--- src/rtl/audio_sfx_pkg.sv ---
// Shared constants for the lobby/SFX audio scheduler:
// track ids, note ROM layout and FSM encoding.
package audio_sfx_pkg;

  localparam logic [1:0] TRK_LOBBY = 2'd0;
  localparam logic [1:0] TRK_OVER  = 2'd1;
  localparam logic [1:0] TRK_MISS  = 2'd2;
  localparam logic [1:0] TRK_HIT   = 2'd3;

  localparam int BEAT_W = 23;

  typedef enum logic [1:0] {
    IDLE  = 2'd0,
    FETCH = 2'd1,
    PLAY  = 2'd2
  } state_t;

  function automatic int trk_base(logic [1:0] t);
    case (t)
      TRK_OVER: return 64;
      TRK_MISS: return 128;
      TRK_HIT:  return 192;
      default:  return 0;
    endcase
  endfunction

  function automatic int trk_len(logic [1:0] t);
    case (t)
      TRK_OVER: return 3;
      TRK_MISS: return 2;
      TRK_HIT:  return 2;
      default:  return 4;
    endcase
  endfunction

  // pending[] bit owned by a track; lobby has none
  function automatic logic [2:0] trk_mask(logic [1:0] t);
    case (t)
      TRK_OVER: return 3'b001;
      TRK_MISS: return 3'b010;
      TRK_HIT:  return 3'b100;
      default:  return 3'b000;
    endcase
  endfunction

endpackage

--- src/rtl/audio_sfx_scheduler_if.sv ---
// Note ROM and Audio_Controller FIFO signals of the scheduler.
// master = scheduler, slave = ROM / Audio_Controller side.
interface audio_sfx_scheduler_if #(
  parameter int ADDR_W  = 10,
  parameter int DELAY_W = 19
);
  logic [ADDR_W-1:0]  rom_addr;
  logic [DELAY_W-1:0] rom_q;
  logic               audio_out_allowed;
  logic               write_audio_out;
  logic signed [31:0] left_channel_audio_out;
  logic signed [31:0] right_channel_audio_out;

  modport master (
    output rom_addr,
    input  rom_q,
    input  audio_out_allowed,
    output write_audio_out,
    output left_channel_audio_out,
    output right_channel_audio_out
  );

  modport slave (
    input  rom_addr,
    output rom_q,
    output audio_out_allowed,
    input  write_audio_out,
    input  left_channel_audio_out,
    input  right_channel_audio_out
  );
endinterface

--- src/rtl/square_tone_gen.sv ---
// Square-wave tone: toggles every half_period cycles while run,
// zero half_period is a rest.
module square_tone_gen #(
  parameter int DELAY_W   = 19,
  parameter int AMPLITUDE = 100000000
) (
  input  logic               clk,
  input  logic               rst,
  input  logic [DELAY_W-1:0] half_period,
  input  logic               run,
  output logic signed [31:0] sample
);

  localparam logic signed [31:0] AMP  = 32'(AMPLITUDE);
  localparam logic signed [31:0] NAMP = -AMP;
  localparam logic [DELAY_W-1:0] ONE  = DELAY_W'(1);

  logic [DELAY_W-1:0] delay_cnt;
  logic               snd;
  logic               rest;

  assign rest = (half_period == '0);

  always_ff @(posedge clk or posedge rst) begin
    if (rst) begin
      delay_cnt <= '0;
      snd       <= 1'b0;
    end else if (!run || rest) begin
      delay_cnt <= '0;
      snd       <= 1'b0;
    end else if (delay_cnt == half_period - ONE) begin
      delay_cnt <= '0;
      snd       <= ~snd;
    end else begin
      delay_cnt <= delay_cnt + ONE;
    end
  end

  assign sample = (run && !rest) ? (snd ? AMP : NAMP) : '0;

endmodule

--- src/rtl/audio_sfx_scheduler.sv ---
// Lobby music / one-shot SFX scheduler sharing one tone datapath
// and the Audio_Controller FIFO, fixed priority with preemption.
module audio_sfx_scheduler
  import audio_sfx_pkg::*;
#(
  parameter int BEAT_CYCLES = 2500000,
  parameter int ADDR_W      = 10,
  parameter int DELAY_W     = 19,
  parameter int AMPLITUDE   = 100000000
) (
  input  logic                  CLOCK_50,
  input  logic                  reset,
  input  logic                  lobby_en,
  input  logic [2:0]            sfx_req,
  audio_sfx_scheduler_if.master aud,
  output logic [1:0]            active_track,
  output logic                  busy,
  output logic                  sfx_done
);

  localparam logic [BEAT_W-1:0] BEAT_LAST = BEAT_W'(BEAT_CYCLES - 1);

  state_t              state, nstate;
  logic [1:0]          track, ntrack, hi, launch_trk;
  logic [ADDR_W-1:0]   index, nindex;
  logic [DELAY_W-1:0]  half_period;
  logic [BEAT_W-1:0]   beat_cnt;
  logic [2:0]          pending, clr;
  logic                has_pend, launch, beat_end, last_beat;
  logic signed [31:0]  sample;

  assign has_pend  = |pending;
  assign beat_end  = (beat_cnt == BEAT_LAST);
  assign last_beat = (index == ADDR_W'(trk_len(track) - 1));

  // overlapping requests are normal, so this must be priority
  always_comb begin
    hi = TRK_LOBBY;
    priority case (1'b1)
      pending[0]: hi = TRK_OVER;
      pending[1]: hi = TRK_MISS;
      pending[2]: hi = TRK_HIT;
      default:    hi = TRK_LOBBY;
    endcase
  end

  always_comb begin
    nstate     = state;
    ntrack     = track;
    nindex     = index;
    launch     = 1'b0;
    launch_trk = TRK_LOBBY;
    clr        = 3'b000;
    sfx_done   = 1'b0;
    unique case (state)
      IDLE: begin
        if (has_pend) begin
          launch     = 1'b1;
          launch_trk = hi;
        end else if (lobby_en) begin
          launch = 1'b1;
        end
      end
      FETCH, PLAY: begin
        if (has_pend && (track == TRK_LOBBY || hi < track)) begin
          launch     = 1'b1;
          launch_trk = hi;
        end else if (track == TRK_LOBBY && !lobby_en) begin
          nstate = IDLE;
        end else if (state == FETCH) begin
          nstate = PLAY;
        end else if (beat_end) begin
          nstate = FETCH;
          if (!last_beat) begin
            nindex = index + ADDR_W'(1);
          end else if (track == TRK_LOBBY) begin
            nindex = '0;
          end else begin
            sfx_done = 1'b1;
            if (has_pend) begin
              launch     = 1'b1;
              launch_trk = hi;
            end else if (lobby_en) begin
              launch = 1'b1;
            end else begin
              nstate = IDLE;
            end
          end
        end
      end
      default: nstate = IDLE;
    endcase
    if (launch) begin
      nstate = FETCH;
      ntrack = launch_trk;
      nindex = '0;
      clr    = trk_mask(launch_trk);
    end
  end

  always_ff @(posedge CLOCK_50 or posedge reset) begin
    if (reset) begin
      state       <= IDLE;
      track       <= TRK_LOBBY;
      index       <= '0;
      half_period <= '0;
      beat_cnt    <= '0;
      pending     <= 3'b000;
    end else begin
      state    <= nstate;
      track    <= ntrack;
      index    <= nindex;
      pending  <= (pending & ~clr) | sfx_req;
      beat_cnt <= (state == PLAY) ? beat_cnt + BEAT_W'(1) : '0;
      if (state == FETCH)
        half_period <= aud.rom_q;
    end
  end

  square_tone_gen #(
    .DELAY_W   (DELAY_W),
    .AMPLITUDE (AMPLITUDE)
  ) u_tone (
    .clk         (CLOCK_50),
    .rst         (reset),
    .half_period (half_period),
    .run         (state == PLAY),
    .sample      (sample)
  );

  assign aud.rom_addr = ADDR_W'(trk_base(track)) + index;
  assign aud.write_audio_out = aud.audio_out_allowed && (state == PLAY);
  assign aud.left_channel_audio_out  = sample;
  assign aud.right_channel_audio_out = sample;
  assign active_track = track;
  assign busy         = (state != IDLE);

endmodule

--- src/flat_wrapper.sv ---
// flat-port wrapper written by rule: the top's interface ports become plain ports
module audio_sfx_scheduler_flat import audio_sfx_pkg::*;
#(
  parameter int BEAT_CYCLES = 2500000,
  parameter int ADDR_W      = 10,
  parameter int DELAY_W     = 19,
  parameter int AMPLITUDE   = 100000000
)
  (CLOCK_50, reset, lobby_en, sfx_req, active_track, busy, sfx_done, aud_rom_addr, aud_rom_q, aud_audio_out_allowed, aud_write_audio_out, aud_left_channel_audio_out, aud_right_channel_audio_out);
  audio_sfx_scheduler_if #(.ADDR_W(ADDR_W), .DELAY_W(DELAY_W)) aud_i ();
  input  logic CLOCK_50;
  input  logic reset;
  input  logic lobby_en;
  input  logic [2:0] sfx_req;
  output logic [1:0] active_track;
  output logic busy;
  output logic sfx_done;
  output wire logic [$bits(aud_i.rom_addr)-1:0] aud_rom_addr;
  input wire logic [$bits(aud_i.rom_q)-1:0] aud_rom_q;
  input wire logic [$bits(aud_i.audio_out_allowed)-1:0] aud_audio_out_allowed;
  output wire logic [$bits(aud_i.write_audio_out)-1:0] aud_write_audio_out;
  output wire logic [$bits(aud_i.left_channel_audio_out)-1:0] aud_left_channel_audio_out;
  output wire logic [$bits(aud_i.right_channel_audio_out)-1:0] aud_right_channel_audio_out;
  assign aud_rom_addr = aud_i.rom_addr;
  assign aud_i.rom_q = aud_rom_q;
  assign aud_i.audio_out_allowed = aud_audio_out_allowed;
  assign aud_write_audio_out = aud_i.write_audio_out;
  assign aud_left_channel_audio_out = aud_i.left_channel_audio_out;
  assign aud_right_channel_audio_out = aud_i.right_channel_audio_out;
  audio_sfx_scheduler #(.BEAT_CYCLES(BEAT_CYCLES), .ADDR_W(ADDR_W), .DELAY_W(DELAY_W), .AMPLITUDE(AMPLITUDE)) u_core (.CLOCK_50(CLOCK_50), .reset(reset), .lobby_en(lobby_en), .sfx_req(sfx_req), .aud(aud_i), .active_track(active_track), .busy(busy), .sfx_done(sfx_done));
endmodule
--- config.mk ---
export PLATFORM = sky130hd
export DESIGN_NAME = audio_sfx_scheduler_flat
export DESIGN_NICKNAME = d
export VERILOG_FILES = /design/src/rtl/audio_sfx_pkg.sv /design/src/rtl/audio_sfx_scheduler_if.sv /design/src/rtl/square_tone_gen.sv /design/src/rtl/audio_sfx_scheduler.sv /design/src/flat_wrapper.sv
export SDC_FILE = /design/constraint.sdc
export NUM_CORES = 1
export LEC_CHECK = 0
export CORE_ASPECT_RATIO = 1.2
export CORE_MARGIN = 1
export CORE_UTILIZATION = 40
export CTS_BUF_LIST = sky130_fd_sc_hd__clkbuf_4 sky130_fd_sc_hd__clkbuf_8
export CTS_CLUSTER_SIZE = 12
export DETAILED_ROUTE_END_ITERATION = 12
export SYNTH_ARGS = -nofsm -noshare
export SYNTH_HDL_FRONTEND = slang
export SYNTH_SLANG_ARGS = --single-unit
--- constraint.sdc ---
create_clock -name CLOCK_50 -period 4.3 [get_ports CLOCK_50]
set_input_delay 1.29 -clock CLOCK_50 [delete_from_list [all_inputs] [get_ports CLOCK_50]]
set_output_delay 1.29 -clock CLOCK_50 [all_outputs]
set_load 0.1 [all_outputs]
-- Word level (Yosys, flattened, before mapping)
Index checks and enable logic that the tools add are counted.
- add/sub/neg operators: 6
- magnitude comparators: 1
- eq/ne operators: 18
- mux-type cells: 56
- bitwise gates (word level): 4
- reductions and logical operators: 21
- operators by type and width (operator ; count):
    10-bit two-way mux ; 8
    32-bit two-way mux ; 2
    19-bit two-way mux ; 2
    2-bit two-way mux ; 18
    8-bit case mux with 3 select lines ; 1
    23-bit by 1-bit adder with 23-bit output, second input constant ; 1
    23-bit by 22-bit == test with 1-bit output, second input constant ; 1
    23-bit two-way mux ; 1
    19-bit by 1-bit adder with 19-bit output, second input constant ; 1
    19-bit == test ; 1
    19-bit zero test ; 1
    19-bit by 1-bit subtractor with 19-bit output, second input constant ; 1
    1-bit two-way mux ; 18
    10-bit by 1-bit adder with 10-bit output, second input constant ; 1
    8-bit by 10-bit adder with 10-bit output ; 1
    10-bit == test ; 1
    2-bit == test, second input constant ; 5
    3-bit case mux with 3 select lines ; 1
    2-bit by 1-bit != test with 1-bit output, second input constant ; 4
    2-bit case mux with 2 select lines ; 2
    2-bit nonzero test ; 4
    2-bit by 1-bit == test with 1-bit output, second input constant ; 3
    3-bit by 2-bit != test with 1-bit output, second input constant ; 2
    3-bit case mux with 2 select lines ; 1
    other kinds (17) ; 25
- register bits after elaboration: 79
- input port bits: 26
- output and inout port bits: 79
- logic and storage cells: 114

-- Longest topological paths before layout
- word-level depth: 17
- mapped depth: 12
- depth with buffers taken out: 11

-- By module
Synthesis repeated with hierarchy kept, for this count alone.
- cell total of the unflattened synthesis: 572
- area, all modules: 5516.5 um^2
- modules (own cells, without submodules) (module ; times used ; cells an instance ; area an instance (um^2) ; seq. area each (um^2)):
    audio_sfx_scheduler ; 1 ; 342 ; 3568.4 ; 1476.4
    square_tone_gen ; 1 ; 230 ; 1948.1 ; 500.5

-- Worst setup path before layout
Ideal clock, no wire load.
- path type: reg-to-output
- start point: register u_core.track[0], in the netlist u_core.active_track[0]
- end point: output sfx_done
- data arrival time: 3983 ps
- required time: 3010 ps
- setup slack: -973 ps
- cell stages (with the launch flop): 5
- buffers on the path: 0
- path through: dfrtp_1 -> nor4bb_1 -> o211ai_1 -> or3_1 -> nor3_1
- longest elaborated chain between the ends: 11
- elaborated cells between the ends (all ways): 19
- those cells by class: add/sub: 1; order compare: 1; eq/ne: 4; mux: 8; reduce/logical: 5
- RTL lines (what ; RTL line ; RTL):
    from (decl) ; audio_sfx_scheduler.sv:24 ; logic [1:0] track, ntrack, hi, launch_trk;
    from (signal assigned) ; audio_sfx_scheduler.sv:111 ; track <= ntrack;
    2-bit == test ; audio_sfx_pkg.sv:28 ; case (t)
    2-bit OR reduction (no source line) ; n/a ;
    3-bit case mux with 2 select lines ; audio_sfx_pkg.sv:28 ;
    3-bit by 1-bit subtractor with 4-bit output ; audio_sfx_scheduler.sv:34 ; assign last_beat = (index == ADDR_W'(trk_len(track) - 1));
    10-bit == test ; audio_sfx_scheduler.sv:34 ;
    1-bit two-way mux ; audio_sfx_scheduler.sv:74 ; if (!last_beat) begin
    1-bit two-way mux ; audio_sfx_scheduler.sv:72 ; end else if (beat_end) begin
    1-bit two-way mux ; audio_sfx_scheduler.sv:70 ; end else if (state == FETCH) begin
    1-bit two-way mux ; audio_sfx_scheduler.sv:68 ; end else if (track == TRK_LOBBY && !lobby_en) begin
    1-bit two-way mux (*) ; audio_sfx_scheduler.sv:65 ; if (has_pend && (track == TRK_LOBBY || hi < track)) begin
    1-bit two-way mux (*) ; audio_sfx_scheduler.sv:55 ; unique case (state)
    to (decl) ; flat_wrapper.sv:17 ; output logic sfx_done;
Every way passes the cells marked *; elsewhere a longest branch is shown, timed or not.

-- Final worst setup path
- start point: input lobby_en
- end point: output sfx_done
- longest elaborated chain between the ends: 5
- RTL lines (what ; RTL line ; RTL):
    from (decl) ; flat_wrapper.sv:13 ; input logic lobby_en;
    1-bit zero test ; audio_sfx_scheduler.sv:68 ;
    1-bit logical AND ; audio_sfx_scheduler.sv:68 ;
    1-bit two-way mux ; audio_sfx_scheduler.sv:68 ;
    1-bit two-way mux ; audio_sfx_scheduler.sv:65 ;
    1-bit two-way mux ; audio_sfx_scheduler.sv:55 ;
Every way passes these cells.

==> flow_metrics.env <==
export IMPL_clkPwrFrac_pct=15.0
export IMPL_synth_enable_flop_cells=0
export IMPL_cts_sink_count=79
export IMPL_worstPathMaxFanout=4
export IMPL_worst_hold_path_type="register to register"
export IMPL_fin_nets=649
export IMPL_drc_errors=0
export IMPL_start_util_pct=41.2
export IMPL_timing_critical_path_cells="clkdlybuf4s50_1 > or3_1 > nand3b_1 > or3_1 > nor3_2 > buf_12"
export IMPL_worst_slew_pin_slew_ps=968
export IMPL_grt_overflow=0
export IMPL_core_um2=12700
export IMPL_final_setup_skew_ps=14.6
export IMPL_ctsRootBufferMaster="clkbuf_8"
export IMPL_setup_viol_count_final=0
export IMPL_cap_viol_max_count=0
export IMPL_grt_start_max_net_pins=31
export IMPL_regToRegStartpoint="u_core.half_period[0]$_DFFE_PP0P_"
export IMPL_internal_power_mw=1.75
export IMPL_synthesis_area_per_instance_um2=9.21
export IMPL_netlist_instances=567
export IMPL_timing_final_crit_share_pct=97.4
export IMPL_final_max_slew_viol_count=0
export IMPL_io_buffers=88
export IMPL_grt_total_usage_pct=17.3
export IMPL_netlist_top_cells_count="79 x dfrtp_1, 68 x buf_4, 51 x nor2_1, 39 x nand2_1, 35 x xnor2_1"
export IMPL_synthToLayoutAreaGrowth_pct=25.7
export IMPL_power_leakage_nw=2.68
export IMPL_clock_pin_slew_on_the_worst_setup_and_hold_paths_ps=80
export IMPL_max_clock_path_buffers=2
export IMPL_power_combinational_fraction_pct=53.3
export IMPL_pwr_share_seq_pct=31.7
export IMPL_timing_hold_violations_final=0
export IMPL_crit_path_max_incr_delay_ps=510
export IMPL_drt_first_iter_violations=98
export IMPL_design_die_area_um2=13500
export IMPL_layout_min_cycle_time_ps=4190
export IMPL_netSwitchingPower_mw=1.68
export IMPL_synth_sequential_area_ratio_pct=37.9
export IMPL_netlist_top_cells_area="dfrtp_1 38%, buf_4 9.8%, xnor2_1 5.9%"
export IMPL_post_dp_hpwl_mm=8.22
export IMPL_tritoncts="built"
export IMPL_drt_pre_antenna_iters=5
export IMPL_layout_cells_non_filler=779
export IMPL_fp_dieW_um=106
export IMPL_synth_top_cell_by_area="dfrtp_1"
export IMPL_initial_antenna_violation_count=0
export IMPL_cts_hold_buf=0
export IMPL_worst_r2r_setup_slack_ps=880
export IMPL_path_common_cell="or3_1"
export IMPL_postCtsSetupBuffers=0
export IMPL_vdd_drop_max_mv=0.363
export IMPL_outcome="finished, final reports clean"
export IMPL_power_share_switching_pct=49.0
export IMPL_ys_types=65
export IMPL_worst_skew_late_latency_ps=360
export IMPL_leading_register_cell_type_out_of_synthesis="dfrtp_1"
export IMPL_cellPowerDensity_nw_per_um2=522
export IMPL_first_global_vias=3924
export IMPL_maxClockFrequency_mhz=239
export IMPL_worst_hold_path_num_cells=1
export IMPL_hold_worst_slack_ps=485
export IMPL_wire_length_of_the_first_global_routing_pass_mm=18.8
export IMPL_synth_most_common_cell="dfrtp_1"
export IMPL_antenna_cells_inserted=0
export IMPL_synth_top_area_share_pct=37.9
export IMPL_final_layout_size_suffix_gt1_share_pct=18.9
export IMPL_die_height_um=127
export IMPL_vias=3968
export IMPL_worst_setup_path_type="input port to output pin"
export IMPL_pin_count=105
export IMPL_antenna_left=0
export IMPL_cts_inserted_buffers=9
export IMPL_synthesis_area_um2=5220
export IMPL_reg2reg_depth=10
export IMPL_core_rowCount=45
export IMPL_cp_end_kind="output pin"
export IMPL_async_set_or_reset_register_ratio_after_synthesis_pct=100
export IMPL_worst_endpoint_required_ps=3010
export IMPL_drt_wirelength_per_cell_um=14.1
export IMPL_max_slew_margin_rel_pct=35.3
export IMPL_timing_critical_path_from="lobby_en"
export IMPL_final_core_utilization_pct=51.8
export IMPL_post_synthesis_register_bit_count=79
export IMPL_gp_congestion=0.866
export IMPL_crit_arrival_ps=2900
export IMPL_ys_warnings=0
export IMPL_drt_vias_per_instance=5.09
export IMPL_routed_wl_mm=11.0
export IMPL_placed_cells=762
export IMPL_worst_path_max_delay_cell="clkdlybuf4s50_1"
export IMPL_worst_setup_path_start_kind="input port"
export IMPL_grt_setup_unrepaired="no"
export IMPL_htreeDepth=3
export IMPL_worstHoldStart="u_core.beat_cnt[0]$_DFF_PP0_"
## cells by family (layout without fill, tap and decap cells)
group	Yosys count	in the layout	synth area share [%]
buffers and inverters	104	136	13.2
other	1	16	0.0718
AND/OR/NAND/NOR	213	214	21.8
AO/OA/AOI/OAI	76	76	9.44
flip-flops	79	79	37.9
XOR/XNOR	63	63	10.6
adder cells (fa/ha/maj)	13	13	3.26
multiplexers	18	18	3.83
## flip-flops by register name (all words and copies together) (netlist names)
register,count
u_core.active_track,2
u_core.beat_cnt,23
u_core.half_period,19
u_core.index,10
u_core.pending,3
u_core.state,2
u_core.u_tone.delay_cnt,19
u_core.u_tone.snd,1
## cell usage in the layout, fill, tap and decap left out, types with 3 or more instances in the layout
cell type and count:
clkinvlp_4 4, clkdlybuf4s50_1 33, buf_4 16, nor2_1 50, nor3_1 10, o31ai_1 3
o211ai_1 3, xor2_1 28, mux2_2 16, ha_1 12, and3_1 8, and4_1 3
a21oi_1 11, nor2b_1 5, and2_1 23, conb_1 16, nor4_1 6, inv_1 18
nor4bb_1 4, xnor2_1 34, o21ai_0 34, nand3_1 20, clkbuf_8 10, a21o_1 4
nand4_1 10, or3_1 8, nand2_1 39, nand2b_1 5, buf_12 51, dfrtp_1 79
## power by group through the flow
| stage | Combinational, mW | Clock (mW) | Sequential, mW |
|---|---|---|---|
| floorplan | 1.42 | 0 | 1.06 |
| detailed placement | 1.82 | 0 | 1.09 |
| global route | 1.96 | 0.566 | 1.12 |
| finish | 1.83 | 0.513 | 1.09 |
| CTS | 1.83 | 0.537 | 1.08 |
| global placement | 1.80 | 0 | 1.08 |
## layer usage
metal | vias to the layer above | wire length [um] | global-route usage [%]
li1 | 1945 | - | -
met1 | 1924 | 4730 | 20.6
met2 | 80 | 5610 | 30.3
met3 | 19 | 411 | 3.37
met4 | 0 | 221 | 7.19
met5 | - | 0 | 0
## critical path, delay by kind of cell
family | cells | cell delay, ps
buffers and inverters | 2 | 730
and+or+nand+nor | 4 | 890
## worst paths after layout
| kind | endpoint |
|---|---|
| max | sfx_done |
| min | u_core.beat_cnt[0]$_DFF_PP0_ |
| max reg2reg | u_core.u_tone.delay_cnt[14]$_DFF_PP0_ |
| min reg2reg | u_core.beat_cnt[0]$_DFF_PP0_ |
| max in group asynchronous | u_core.active_track[0]$_DFFE_PP0N_ |
| min in group asynchronous | u_core.beat_cnt[11]$_DFF_PP0_ |
## what timing repair did
| item | in CTS | in global routing |
|---|---|---|
| gates resized for setup | 2 | 1 |
| cloned | 1 | 0 |
| endpoints found under the setup margin | 22 | 46 |
## area by class of cell
type                    instances  area, um^2
multi-input cells             400        2650
flip-flops and latches         79        1980
fillers                      1154        6110
well taps                     164         205
inverters                      20        75.1
clock inverters                 6        43.8
clock buffers                  10         138
repair buffers                100        1470
## per-stage QoR
| stage | total power [mW] | worst slack [ps] | instance area [um^2] | setup TNS (ps) |
|---|---|---|---|---|
| after CTS | 3.45 | 91.3 | 6560 | 0 |
| after detailed placement | 2.92 | 144 | 6360 | 0 |
| after floorplan | 2.49 | -125 | 5300 | -522 |
| final | 3.42 | 112 | 6560 | 0 |
| after global routing | 3.64 | 43.6 | 6560 | 0 |
| after global placement | 2.88 | 137 | 6360 | 0 |
Note: power is estimated with default switching activity, not from simulation.
